File: src/rtl/alu_pkg.sv
// ---------------------------------------------------------------------------
// alu_pkg
// Shared definitions for the iterative execute-stage ALU:
//   - opcode encodings OP_ADD .. OP_MFLO (4-bit op_sel values)
//   - handshake FSM state encoding used by iter_alu
//   - multiply/divide latency (accept to out_valid), DATA_WIDTH + 1 cycles
// ---------------------------------------------------------------------------
package alu_pkg;

  localparam logic [3:0] OP_ADD   = 4'd0;
  localparam logic [3:0] OP_SUB   = 4'd1;
  localparam logic [3:0] OP_AND   = 4'd2;
  localparam logic [3:0] OP_OR    = 4'd3;
  localparam logic [3:0] OP_SLT   = 4'd4;
  localparam logic [3:0] OP_XOR   = 4'd5;
  localparam logic [3:0] OP_NOR   = 4'd6;
  localparam logic [3:0] OP_SLL   = 4'd7;
  localparam logic [3:0] OP_SRL   = 4'd8;
  localparam logic [3:0] OP_SRA   = 4'd9;
  localparam logic [3:0] OP_MULT  = 4'd10;
  localparam logic [3:0] OP_MULTU = 4'd11;
  localparam logic [3:0] OP_DIV   = 4'd12;
  localparam logic [3:0] OP_DIVU  = 4'd13;
  localparam logic [3:0] OP_MFHI  = 4'd14;
  localparam logic [3:0] OP_MFLO  = 4'd15;

  // Handshake FSM: IDLE accepts, MUL/DIV iterate, DONE pulses out_valid.
  typedef enum logic [1:0] {
    ST_IDLE = 2'd0,
    ST_MUL  = 2'd1,
    ST_DIV  = 2'd2,
    ST_DONE = 2'd3
  } state_t;

  // Cycles from accept of a MULT/MULTU/DIV/DIVU to its out_valid pulse.
  localparam int DEFAULT_DATA_WIDTH = 32;
  localparam int MULDIV_LATENCY     = DEFAULT_DATA_WIDTH + 1;

  function automatic int muldiv_latency(input int dataWidth);
    return dataWidth + 1;
  endfunction

endpackage

File: src/rtl/iter_muldiv_core.sv
// ---------------------------------------------------------------------------
// iter_muldiv_core
// Radix-2 iterative multiplier (shift-add) and restoring divider working on
// operand magnitudes, one bit per cycle for DATA_WIDTH cycles, with the sign
// fix applied on the way out.
// Ports:
//   clk, rst    clock, synchronous active-high reset (aborts any operation)
//   start       load operands and begin (only pulsed while idle)
//   is_div      1 = divide, 0 = multiply
//   is_signed   treat a/b as two's complement
//   a, b        multiplicand/multiplier or dividend/divisor
//   done        high in the final iteration cycle; hi_out/lo_out/dbz valid
//   hi_out      product high half or remainder
//   lo_out      product low half or quotient
//   dbz         divide with a zero divisor
// ---------------------------------------------------------------------------
module iter_muldiv_core #(
  parameter int DATA_WIDTH = 32
) (
  input  logic                  clk,
  input  logic                  rst,
  input  logic                  start,
  input  logic                  is_div,
  input  logic                  is_signed,
  input  logic [DATA_WIDTH-1:0] a,
  input  logic [DATA_WIDTH-1:0] b,
  output logic                  done,
  output logic [DATA_WIDTH-1:0] hi_out,
  output logic [DATA_WIDTH-1:0] lo_out,
  output logic                  dbz
);

  localparam int CW = $clog2(DATA_WIDTH);

  logic                    r_busy;
  logic                    r_div;
  logic                    r_negQ;
  logic                    r_negR;
  logic                    r_dbz;
  logic [DATA_WIDTH-1:0]   r_dividend;
  logic [DATA_WIDTH-1:0]   r_magB;
  logic [2*DATA_WIDTH-1:0] r_prod;
  logic [DATA_WIDTH-1:0]   r_rem;
  logic [DATA_WIDTH-1:0]   r_quo;
  logic [CW-1:0]           r_count;

  logic                    w_aNeg;
  logic                    w_bNeg;
  logic [DATA_WIDTH-1:0]   w_magA;
  logic [DATA_WIDTH-1:0]   w_magBIn;
  logic [DATA_WIDTH:0]     w_sum;
  logic [2*DATA_WIDTH-1:0] w_prodNext;
  logic [2*DATA_WIDTH-1:0] w_prodFix;
  logic [DATA_WIDTH:0]     w_shift;
  logic                    w_ge;
  logic [DATA_WIDTH-1:0]   w_diff;
  logic [DATA_WIDTH-1:0]   w_remNext;
  logic [DATA_WIDTH-1:0]   w_quoNext;
  logic [DATA_WIDTH-1:0]   w_quoFix;
  logic [DATA_WIDTH-1:0]   w_remFix;

  // Magnitudes of the incoming operands; the most negative value maps onto
  // itself, which is the correct unsigned magnitude 2^(DATA_WIDTH-1).
  always_comb begin
    w_aNeg   = is_signed & a[DATA_WIDTH-1];
    w_bNeg   = is_signed & b[DATA_WIDTH-1];
    w_magA   = w_aNeg ? -a : a;
    w_magBIn = w_bNeg ? -b : b;
  end

  // One iteration of each algorithm. The multiplier adds the multiplicand
  // into the top half when the current multiplier bit is set and shifts the
  // whole register right. The divider shifts the next dividend bit into the
  // partial remainder and subtracts the divisor whenever it fits; because
  // the restored remainder is always below the divisor, the subtraction
  // result fits in DATA_WIDTH bits.
  always_comb begin
    w_sum      = {1'b0, r_prod[2*DATA_WIDTH-1:DATA_WIDTH]}
               + (r_prod[0] ? {1'b0, r_magB} : '0);
    w_prodNext = {w_sum, r_prod[DATA_WIDTH-1:1]};
    w_shift    = {r_rem, r_quo[DATA_WIDTH-1]};
    w_ge       = (w_shift >= {1'b0, r_magB});
    w_diff     = w_shift[DATA_WIDTH-1:0] - r_magB;
    w_remNext  = w_ge ? w_diff : w_shift[DATA_WIDTH-1:0];
    w_quoNext  = {r_quo[DATA_WIDTH-2:0], w_ge};
  end

  // Results are taken straight from the final iteration's next values so the
  // top can capture them on the same edge that retires the last bit.
  always_comb begin
    w_prodFix = r_negQ ? -w_prodNext : w_prodNext;
    w_quoFix  = r_negQ ? -w_quoNext : w_quoNext;
    w_remFix  = r_negR ? -w_remNext : w_remNext;
    done      = r_busy && (r_count == '0);
    dbz       = r_dbz;
    if (!r_div) begin
      hi_out = w_prodFix[2*DATA_WIDTH-1:DATA_WIDTH];
      lo_out = w_prodFix[DATA_WIDTH-1:0];
    end else if (r_dbz) begin
      hi_out = r_dividend;
      lo_out = '1;
    end else begin
      hi_out = w_remFix;
      lo_out = w_quoFix;
    end
  end

  // Operand capture on start, then one bit per cycle until the counter
  // reaches zero. Reset drops any operation in flight.
  always_ff @(posedge clk) begin
    if (rst) begin
      r_busy     <= 1'b0;
      r_div      <= 1'b0;
      r_negQ     <= 1'b0;
      r_negR     <= 1'b0;
      r_dbz      <= 1'b0;
      r_dividend <= '0;
      r_magB     <= '0;
      r_prod     <= '0;
      r_rem      <= '0;
      r_quo      <= '0;
      r_count    <= '0;
    end else if (start) begin
      r_busy     <= 1'b1;
      r_div      <= is_div;
      r_negQ     <= w_aNeg ^ w_bNeg;
      r_negR     <= w_aNeg;
      r_dbz      <= is_div && (b == '0);
      r_dividend <= a;
      r_magB     <= w_magBIn;
      r_prod     <= {{DATA_WIDTH{1'b0}}, w_magA};
      r_rem      <= '0;
      r_quo      <= w_magA;
      r_count    <= CW'(DATA_WIDTH - 1);
    end else if (r_busy) begin
      if (r_div) begin
        r_rem <= w_remNext;
        r_quo <= w_quoNext;
      end else begin
        r_prod <= w_prodNext;
      end
      r_count <= r_count - 1'b1;
      if (r_count == '0) begin
        r_busy <= 1'b0;
      end
    end
  end

endmodule

File: src/rtl/iter_alu.sv
// ---------------------------------------------------------------------------
// iter_alu
// Registered execute-stage ALU with single-cycle ops, iterative
// multiply/divide, HI/LO registers and a valid/ready handshake.
// Ports:
//   clk, rst     clock, synchronous active-high reset
//   in_valid     operands/opcode present; accepted when in_ready is high
//   in_ready     high only in IDLE; the hazard unit stalls on it
//   op_sel       opcode (see alu_pkg)
//   operand1/2   A (rs) and B (rt)
//   shamt        shift amount for SLL/SRL/SRA
//   out_valid    one-cycle pulse; result/zero/div_by_zero valid
//   result       registered result (lo for mul/div)
//   zero         registered result == 0
//   div_by_zero  registered divide-by-zero flag
//   hi, lo       HI/LO registers, written only on mul/div completion
// ---------------------------------------------------------------------------
module iter_alu
  import alu_pkg::*;
#(
  parameter int DATA_WIDTH  = 32,
  parameter int SEL_WIDTH   = 4,
  parameter int SHAMT_WIDTH = $clog2(DATA_WIDTH)
) (
  input  logic                   clk,
  input  logic                   rst,
  input  logic                   in_valid,
  output logic                   in_ready,
  input  logic [SEL_WIDTH-1:0]   op_sel,
  input  logic [DATA_WIDTH-1:0]  operand1,
  input  logic [DATA_WIDTH-1:0]  operand2,
  input  logic [SHAMT_WIDTH-1:0] shamt,
  output logic                   out_valid,
  output logic [DATA_WIDTH-1:0]  result,
  output logic                   zero,
  output logic                   div_by_zero,
  output logic [DATA_WIDTH-1:0]  hi,
  output logic [DATA_WIDTH-1:0]  lo
);

  state_t                r_state;
  state_t                w_nextState;
  logic [DATA_WIDTH-1:0] r_result;
  logic                  r_zero;
  logic                  r_dbz;
  logic [DATA_WIDTH-1:0] r_hi;
  logic [DATA_WIDTH-1:0] r_lo;

  logic                  w_accept;
  logic                  w_isMul;
  logic                  w_isDiv;
  logic                  w_isSigned;
  logic [DATA_WIDTH-1:0] w_aluRes;
  logic                  w_mdDone;
  logic                  w_mdDbz;
  logic [DATA_WIDTH-1:0] w_mdHi;
  logic [DATA_WIDTH-1:0] w_mdLo;

  // Opcode classification for the multi-cycle path.
  always_comb begin
    w_isMul    = (op_sel == OP_MULT) || (op_sel == OP_MULTU);
    w_isDiv    = (op_sel == OP_DIV)  || (op_sel == OP_DIVU);
    w_isSigned = (op_sel == OP_MULT) || (op_sel == OP_DIV);
    w_accept   = in_valid && in_ready;
  end

  // Single-cycle datapath. Shifts take their amount from shamt only;
  // MFHI/MFLO read the HI/LO registers as they stand.
  always_comb begin
    w_aluRes = '0;
    case (op_sel)
      OP_ADD:  w_aluRes = operand1 + operand2;
      OP_SUB:  w_aluRes = operand1 - operand2;
      OP_AND:  w_aluRes = operand1 & operand2;
      OP_OR:   w_aluRes = operand1 | operand2;
      OP_SLT:  w_aluRes = {{(DATA_WIDTH-1){1'b0}},
                           ($signed(operand1) < $signed(operand2))};
      OP_XOR:  w_aluRes = operand1 ^ operand2;
      OP_NOR:  w_aluRes = ~(operand1 | operand2);
      OP_SLL:  w_aluRes = operand1 << shamt;
      OP_SRL:  w_aluRes = operand1 >> shamt;
      OP_SRA:  w_aluRes = $signed(operand1) >>> shamt;
      OP_MFHI: w_aluRes = r_hi;
      OP_MFLO: w_aluRes = r_lo;
      default: w_aluRes = '0;
    endcase
  end

  iter_muldiv_core #(
    .DATA_WIDTH(DATA_WIDTH)
  ) u_core (
    .clk       (clk),
    .rst       (rst),
    .start     (w_accept && (w_isMul || w_isDiv)),
    .is_div    (w_isDiv),
    .is_signed (w_isSigned),
    .a         (operand1),
    .b         (operand2),
    .done      (w_mdDone),
    .hi_out    (w_mdHi),
    .lo_out    (w_mdLo),
    .dbz       (w_mdDbz)
  );

  // State register for the handshake FSM.
  always_ff @(posedge clk) begin
    if (rst) begin
      r_state <= ST_IDLE;
    end else begin
      r_state <= w_nextState;
    end
  end

  // Next state and handshake outputs. Only IDLE is ready; DONE lasts exactly
  // one cycle so out_valid is a single pulse.
  always_comb begin
    w_nextState = r_state;
    in_ready    = 1'b0;
    out_valid   = 1'b0;
    case (r_state)
      ST_IDLE: begin
        in_ready = 1'b1;
        if (in_valid) begin
          if (w_isMul)      w_nextState = ST_MUL;
          else if (w_isDiv) w_nextState = ST_DIV;
          else              w_nextState = ST_DONE;
        end
      end
      ST_MUL, ST_DIV: begin
        if (w_mdDone) w_nextState = ST_DONE;
      end
      ST_DONE: begin
        out_valid   = 1'b1;
        w_nextState = ST_IDLE;
      end
      default: w_nextState = ST_IDLE;
    endcase
  end

  // Result registers. Single-cycle ops load on accept; mul/div load together
  // with HI/LO on the edge that leaves MUL/DIV. Everything holds otherwise.
  always_ff @(posedge clk) begin
    if (rst) begin
      r_result <= '0;
      r_zero   <= 1'b1;
      r_dbz    <= 1'b0;
      r_hi     <= '0;
      r_lo     <= '0;
    end else if (w_accept && !(w_isMul || w_isDiv)) begin
      r_result <= w_aluRes;
      r_zero   <= (w_aluRes == '0);
      r_dbz    <= 1'b0;
    end else if (((r_state == ST_MUL) || (r_state == ST_DIV)) && w_mdDone) begin
      r_result <= w_mdLo;
      r_zero   <= (w_mdLo == '0);
      r_dbz    <= w_mdDbz;
      r_hi     <= w_mdHi;
      r_lo     <= w_mdLo;
    end
  end

  assign result      = r_result;
  assign zero        = r_zero;
  assign div_by_zero = r_dbz;
  assign hi          = r_hi;
  assign lo          = r_lo;

endmodule

File: config.mk
export PLATFORM = sky130hd
export DESIGN_NAME = iter_alu
export DESIGN_NICKNAME = d
export VERILOG_FILES = /design/src/rtl/alu_pkg.sv /design/src/rtl/iter_muldiv_core.sv /design/src/rtl/iter_alu.sv
export SDC_FILE = /design/constraint.sdc
export NUM_CORES = 2
export LEC_CHECK = 0
export BUFFER_PORTS_ARGS = -buffer_cell sky130_fd_sc_hd__buf_2
export CELL_PAD_IN_SITES_DETAIL_PLACEMENT = 0
export CELL_PAD_IN_SITES_GLOBAL_PLACEMENT = 2
export CORE_MARGIN = 8
export CORE_UTILIZATION = 37
export CTS_CLUSTER_SIZE = 16
export DETAILED_ROUTE_END_ITERATION = 16
export PLACE_DENSITY = 0.9
export RECOVER_POWER = 100
export SKIP_CTS_REPAIR_TIMING = 1
export SYNTH_ARGS = -nofsm -noshare
export SYNTH_HDL_FRONTEND = slang
export SYNTH_SLANG_ARGS = --single-unit
File: constraint.sdc
create_clock -name clk -period 7.5 [get_ports clk]
set_input_delay 0.75 -clock clk [delete_from_list [all_inputs] [get_ports clk]]
set_output_delay 0.75 -clock clk [all_outputs]
set_load 0.03 [all_outputs]
# Word-level counts from Yosys, hierarchy flattened
# Cells that the tools add are included.
# classes
n_lt_le_gt_ge,2
add_sub_neg,10
bitwise_logic,9
muxes,34
eq_ne,21
shift,3
reduce_logical,30
# op_table
operator,n
two-way mux 32 bit,18
case mux 32 bit (12 select lines),1
negation 32 bit,4
zero test 32 bit,3
two-way mux 64 bit,1
negation 64 bit,1
subtractor 32 bit,2
adder 32 x 32 -> 33 bit,1
>= comparator 33 x 32 -> 1 bit,1
adder 32 bit,1
bitwise AND 32 bit,1
"== test 4 bit, second input constant",8
less-than comparator 32 bit,1
inverter 32 bit,1
OR 32 bit,1
left shift 32 x 5 -> 32 bit,1
right shift 32 x 5 -> 32 bit,1
>>> shifter 32 x 5 -> 32 bit,1
XOR 32 bit,1
"== test 4 x 3 -> 1 bit, second input constant",4
AND reduction 2 bit,6
two-way mux 5 bit,2
"== test 4 x 2 -> 1 bit, second input constant",2
two-way mux 1 bit,8
other kinds (19),38
# word_totals
wordCells,127
input_bits,76
out_inout_bits,100
regBits,302

# Longest topological paths before layout
# depth
word_depth,8
ltp_mapped,27
ltp_nobuf,21

# Modules after synthesis
# Synthesis repeated with hierarchy kept, for this count alone.
# unflattened
hier_cells,4420
hier_area_um2,32334.8
# by_module_without_submodules
mod,instances,area_per_inst_um2,seq_area_each_um2,cells_each
iter_muldiv_core,1,17590.6,4043.9,2385
iter_alu,1,14744.1,2001.9,2035

# Worst setup path before layout
# Ideal clock, no wire load.
# synth_path
path_kind,register to register
startpoint,register u_core.r_magB[5]
endpoint,register r_hi[30] (netlist: hi[30])
path_slack_ns,1.582
setup_ns,0.086
stages_incl_launch_ff,24
path_buffers,5
t_arrival_ns,5.833
cell_sequence,dfxtp_1 -> inv_1 -> ha_1 -> clkbuf_1 -> a41oi_1 -> o221a_2 -> o21a_1 -> a41oi_1 -> a21o_1 -> buf_2 -> buf_1 -> buf_1 -> buf_1 -> nand2_1 -> o21ai_0 -> ha_1 -> nand2_1 -> nor4b_1 -> o22ai_1 -> or4b_2 -> nor4_1 -> mux2i_1 -> a21oi_1 -> a211oi_1
# synth_via
elab_chain_cells,6
word_cells_on_any_way,11
cone_classes,add/sub (4); order compare (1); mux (6)
# synth_lines
item,line,rtl
from (decl),iter_muldiv_core.sv:41,logic [DATA_WIDTH-1:0] r_magB;
from (signal assigned),iter_muldiv_core.sv:130,r_magB <= w_magBIn;
subtractor 32 bit or >= comparator 33 x 32 -> 1 bit (tied branches),"iter_muldiv_core.sv:83, iter_muldiv_core.sv:82",
two-way mux 32 bit,iter_muldiv_core.sv:84,w_remNext = w_ge ? w_diff : w_shift[DATA_WIDTH-1:0];
negation 32 bit,iter_muldiv_core.sv:93,w_remFix = r_negR ? -w_remNext : w_remNext;
two-way mux 32 bit,iter_muldiv_core.sv:93,
two-way mux 32 bit,iter_muldiv_core.sv:99,end else if (r_dbz) begin
two-way mux 32 bit *,iter_muldiv_core.sv:96,if (!r_div) begin
to (signal assigned),iter_alu.sv:157,r_hi <= w_mdHi;
to (decl),iter_alu.sv:46,logic [DATA_WIDTH-1:0] r_hi;
# Mark *: on every way between the ends. The rest lies on a longest branch, timed or not.
# A chain may end at the register's enable or synchronous reset.

# Final worst setup path
# layout_path
startpoint,input port op_sel[2]
endpoint,register r_hi[20] (netlist: hi[20])
# layout_via
elab_chain_cells,7
word_cells_on_any_way,11
cone_classes,eq/ne (4); bitwise (1); reduce/logical (6)
# layout_lines
item,line,rtl
from (decl),iter_alu.sv:29,"input logic [SEL_WIDTH-1:0] op_sel,"
== test 4 bit (on tied branches),"iter_alu.sv:61, iter_alu.sv:62",
logical OR 1 bit (on tied branches),"iter_alu.sv:61, iter_alu.sv:62",
logical OR 1 bit *,iter_alu.sv:149,end else if (w_accept && !(w_isMul || w_isDiv)) begin
zero test 1 bit *,iter_alu.sv:149,
logical AND 1 bit *,iter_alu.sv:149,
inverter 1 bit (no source line) *,--,
AND reduction 2 bit (no source line) *,--,
# Marks and branches as above.

==> impl_results.md <==
- Status: complete, but fails checks
- Failing checks: max-capacitance violations, max-slew violations
- Xor/xnor share of the synthesized area: 5.909%
- Via Count: 35.13k
- Syn nets: 4,483
- Finish-stage setup viols: 0
- Mapped Cells: 4,234
- Ys flop type: dfxtp_1
- First-pass GRT wire length: 248,800 um
- CP required: 7960 ps
- Fin Setup TNS: 0 ps
- Critical path cell sequence: clkbuf_1 -> and3b_1 -> nor3_2 -> clkbuf_1 -> or2_0 -> nor2_1 -> a32o_1
- Die X: 306.0 um
- Critical Path Fanout Max: 41
- Synth Area in Simple Gates: 22.04%
- Residual DRC: 0
- Cell Pwr Density: 217.7 mW/mm^2
- Post-synth EDFFs: 0
- FP Rows: 106
- Startpoint types: primary input
- Total wire length: 177,500 um
- Root Buffer: clkbuf_16
- Pre-Repair DR Iteration Count: 6
- Largest area contributor in the netlist: dfxtp_1
- Critical Path End Type: flip-flop
- ANT nets after route: 0
- Min Tclk post-route: 6777 ps
- Vias in the first global route: 32.80k
- Num CTS Buffers: 37
- Final slew viol count: 333
- CP max stage cell: clkbuf_1
- HPWL after detailed placement: 140,500 um
- Iteration-0 DRC count of the detailed router: 4,631
- Final hold vios: 0
- Vias per inst: 6.591
- Total congestion overflow: 0
- Crit-path max cell delay: 1670 ps
- Post-synthesis mux area share: 10.12%
- Cell Area, Synth: 0.03113 mm^2
- MaxCap Viol Count: 8
- Compound-Gate Fraction of Synth Area: 29.18%
- Latest clock arrival within the worst-skew pair: 590 ps
- GRT Resource Usage Total: 35.96%
- Die H: 306.0 um
- Post-synth ARST share: 0%
- # port buffers: 175
- Yosys reg bits: 302
- Largest family of logic cells by synthesized area: compound AO/OA/AOI/OAI gates
- Final Net Count: 4,465
- # fillers: 8,802
- Routability cong.: 1.091
- Max Clock Skew: 34.63 ps
- Placed insts: 5,257
- WL per Instance: 33.29 um
- Worst min path class: reg2reg
- Setup slack at placement: 1594 ps
- Initial Util: 37.31%
- Core area: 0.08342 mm^2
- I/O pins: 176
- Largest net degree at the start of global routing: 79
- Yosys Warn Count: 0
- CTS Sinks: 302
- Clk buf depth: 3
- Critical path class: in2reg
- Count leader, synth: nand2_1
- Peak Freq: 0.1476 GHz
- Finished Core Util: 40.99%
- Synth top area cells: dfxtp_1 19%, ha_1 6.8%, a21oi_1 5.7%
- Synth cell count leaders: 466 x nand2_1, 421 x nor2_1, 353 x a21oi_1
- Die area: 0.09366 mm^2
- VDD IR max: 0.1528 mV
- Worst setup margin: 722.7 ps
- Final period util: 90.36%
- Htree depth: 2
- RSZ-0062 raised after global routing: false
- Register area share after synthesis: 19.42%
- WP data arrival: 7230 ps
- Antenna violations before repair: 13
- Worst-Margin Slew: 3090 ps
- CTS tree: built
- Yosys cell types: 89
- Layout cells sized above 1: 9.097%
- Relative slew margins: -106.0%
- Area delta synth->final: 9.869%
- Adder-Cell Fraction of Synth Area: 7.051%
- Non-filler cells, final: 5,330
- Cell mode on critical path: clkbuf_1
- Static Leak: 0.01284 uW
- Post-Syn Area per Cell: 7.351 um^2
- Clk slew on worst S/H paths: 60 ps
- Area share of the largest cell type after synthesis: 19.42%
[kinds of logic after synthesis]
kind of cell	count (synthesis)
buffers and inverters	515
adder cells (fa/ha/maj)	173
AND/OR/NAND/NOR	1451
AO/OA/AOI/OAI	1363
flip-flops	302
multiplexers	220
XOR/XNOR	210
[worst paths after layout]
kind | to | cells past startpoint | slack [ps] | startpoint
setup reg to reg | zero | 17 | 990 | u_core.r_magB[1]
hold reg to reg | u_core.r_dividend[21] | 2 | 450 | u_core.r_dividend[21]
setup / recovery | hi[20] | 7 | 720 | op_sel[2]
hold / removal | u_core.r_dividend[21] | 2 | 450 | u_core.r_dividend[21]
[sequential cells by signal (all words and copies together), names as in the netlist]
signal	cells
div_by_zero	1
u_core.r_quo	32
u_core.dbz	1
u_core.r_count	5
u_core.r_negQ	1
r_state	2
zero	1
u_core.r_dividend	32
hi	32
u_core.r_negR	1
u_core.r_div	1
u_core.r_magB	32
lo	32
u_core.r_rem	32
u_core.r_busy	1
result	32
u_core.r_prod	64
[power by group]
group	internal (uW)	total [uW]	switching, uW
Sequential	1730	1890	155
Combinational	1100	3540	2440
Clock	1200	2020	818
[final cells by class]
cell class	count	area, um^2	area share (%)
inverter	182	683.2	1.998
clock buffer	53	1096	3.205
antenna	7	17.52	0.05122
sequential	302	6048	17.69
multi-input combinational	3417	23220	67.90
timing repair buffer	276	1529	4.471
tap	1080	1351	3.951
clock inverter	13	251.5	0.7354
[worst max-delay path: cells and delay by family]
| family | cells | cell delay, ps |
|---|---|---|
| simple gates | 4 | 3020 |
| buf+inv | 2 | 3000 |
| compound gates | 1 | 390 |
[per-stage QoR]
step	area, um^2	power (uW)	hold WS (ps)
after floorplan	31130	4131	431.2
after global placement	33000	5379	437.8
after detailed placement	33000	5356	446.3
after CTS	34350	7384	454.4
after global routing	34180	7738	470.7
final	34200	7446	453.9
[per-layer routing]
| metal | up-vias | wire length (um) | GRT usage (%) |
|---|---|---|---|
| li1 | 15570 | - | - |
| met1 | 17080 | 70630 | 45.74 |
| met2 | 2020 | 77210 | 55.75 |
| met3 | 453 | 16500 | 7.623 |
| met4 | 4 | 13100 | 21.60 |
| met5 | - | 27 | 0 |
[layout by cell type, fill, tap and decap left out, drive strengths merged, types with 36 or more instances in the layout]
| cell type | instances |
|---|---|
| nor4 | 36 |
| inv | 182 |
| and2 | 63 |
| mux2i | 129 |
| buf | 167 |
| ha | 169 |
| a21boi | 55 |
| a211oi | 141 |
| o21ai | 225 |
| mux4 | 74 |
| nand2 | 466 |
| xnor2 | 146 |
| a21o | 36 |
| a21oi | 353 |
| o211ai | 67 |
| dfxtp | 302 |
| nor3 | 90 |
| nor2b | 37 |
| a22oi | 50 |
| nand3 | 83 |
| a31oi | 58 |
| nor2 | 421 |
| or3 | 54 |
| xor2 | 64 |
| o31ai | 54 |
| clkbuf | 162 |
Power figures use the tool's default switching activity.
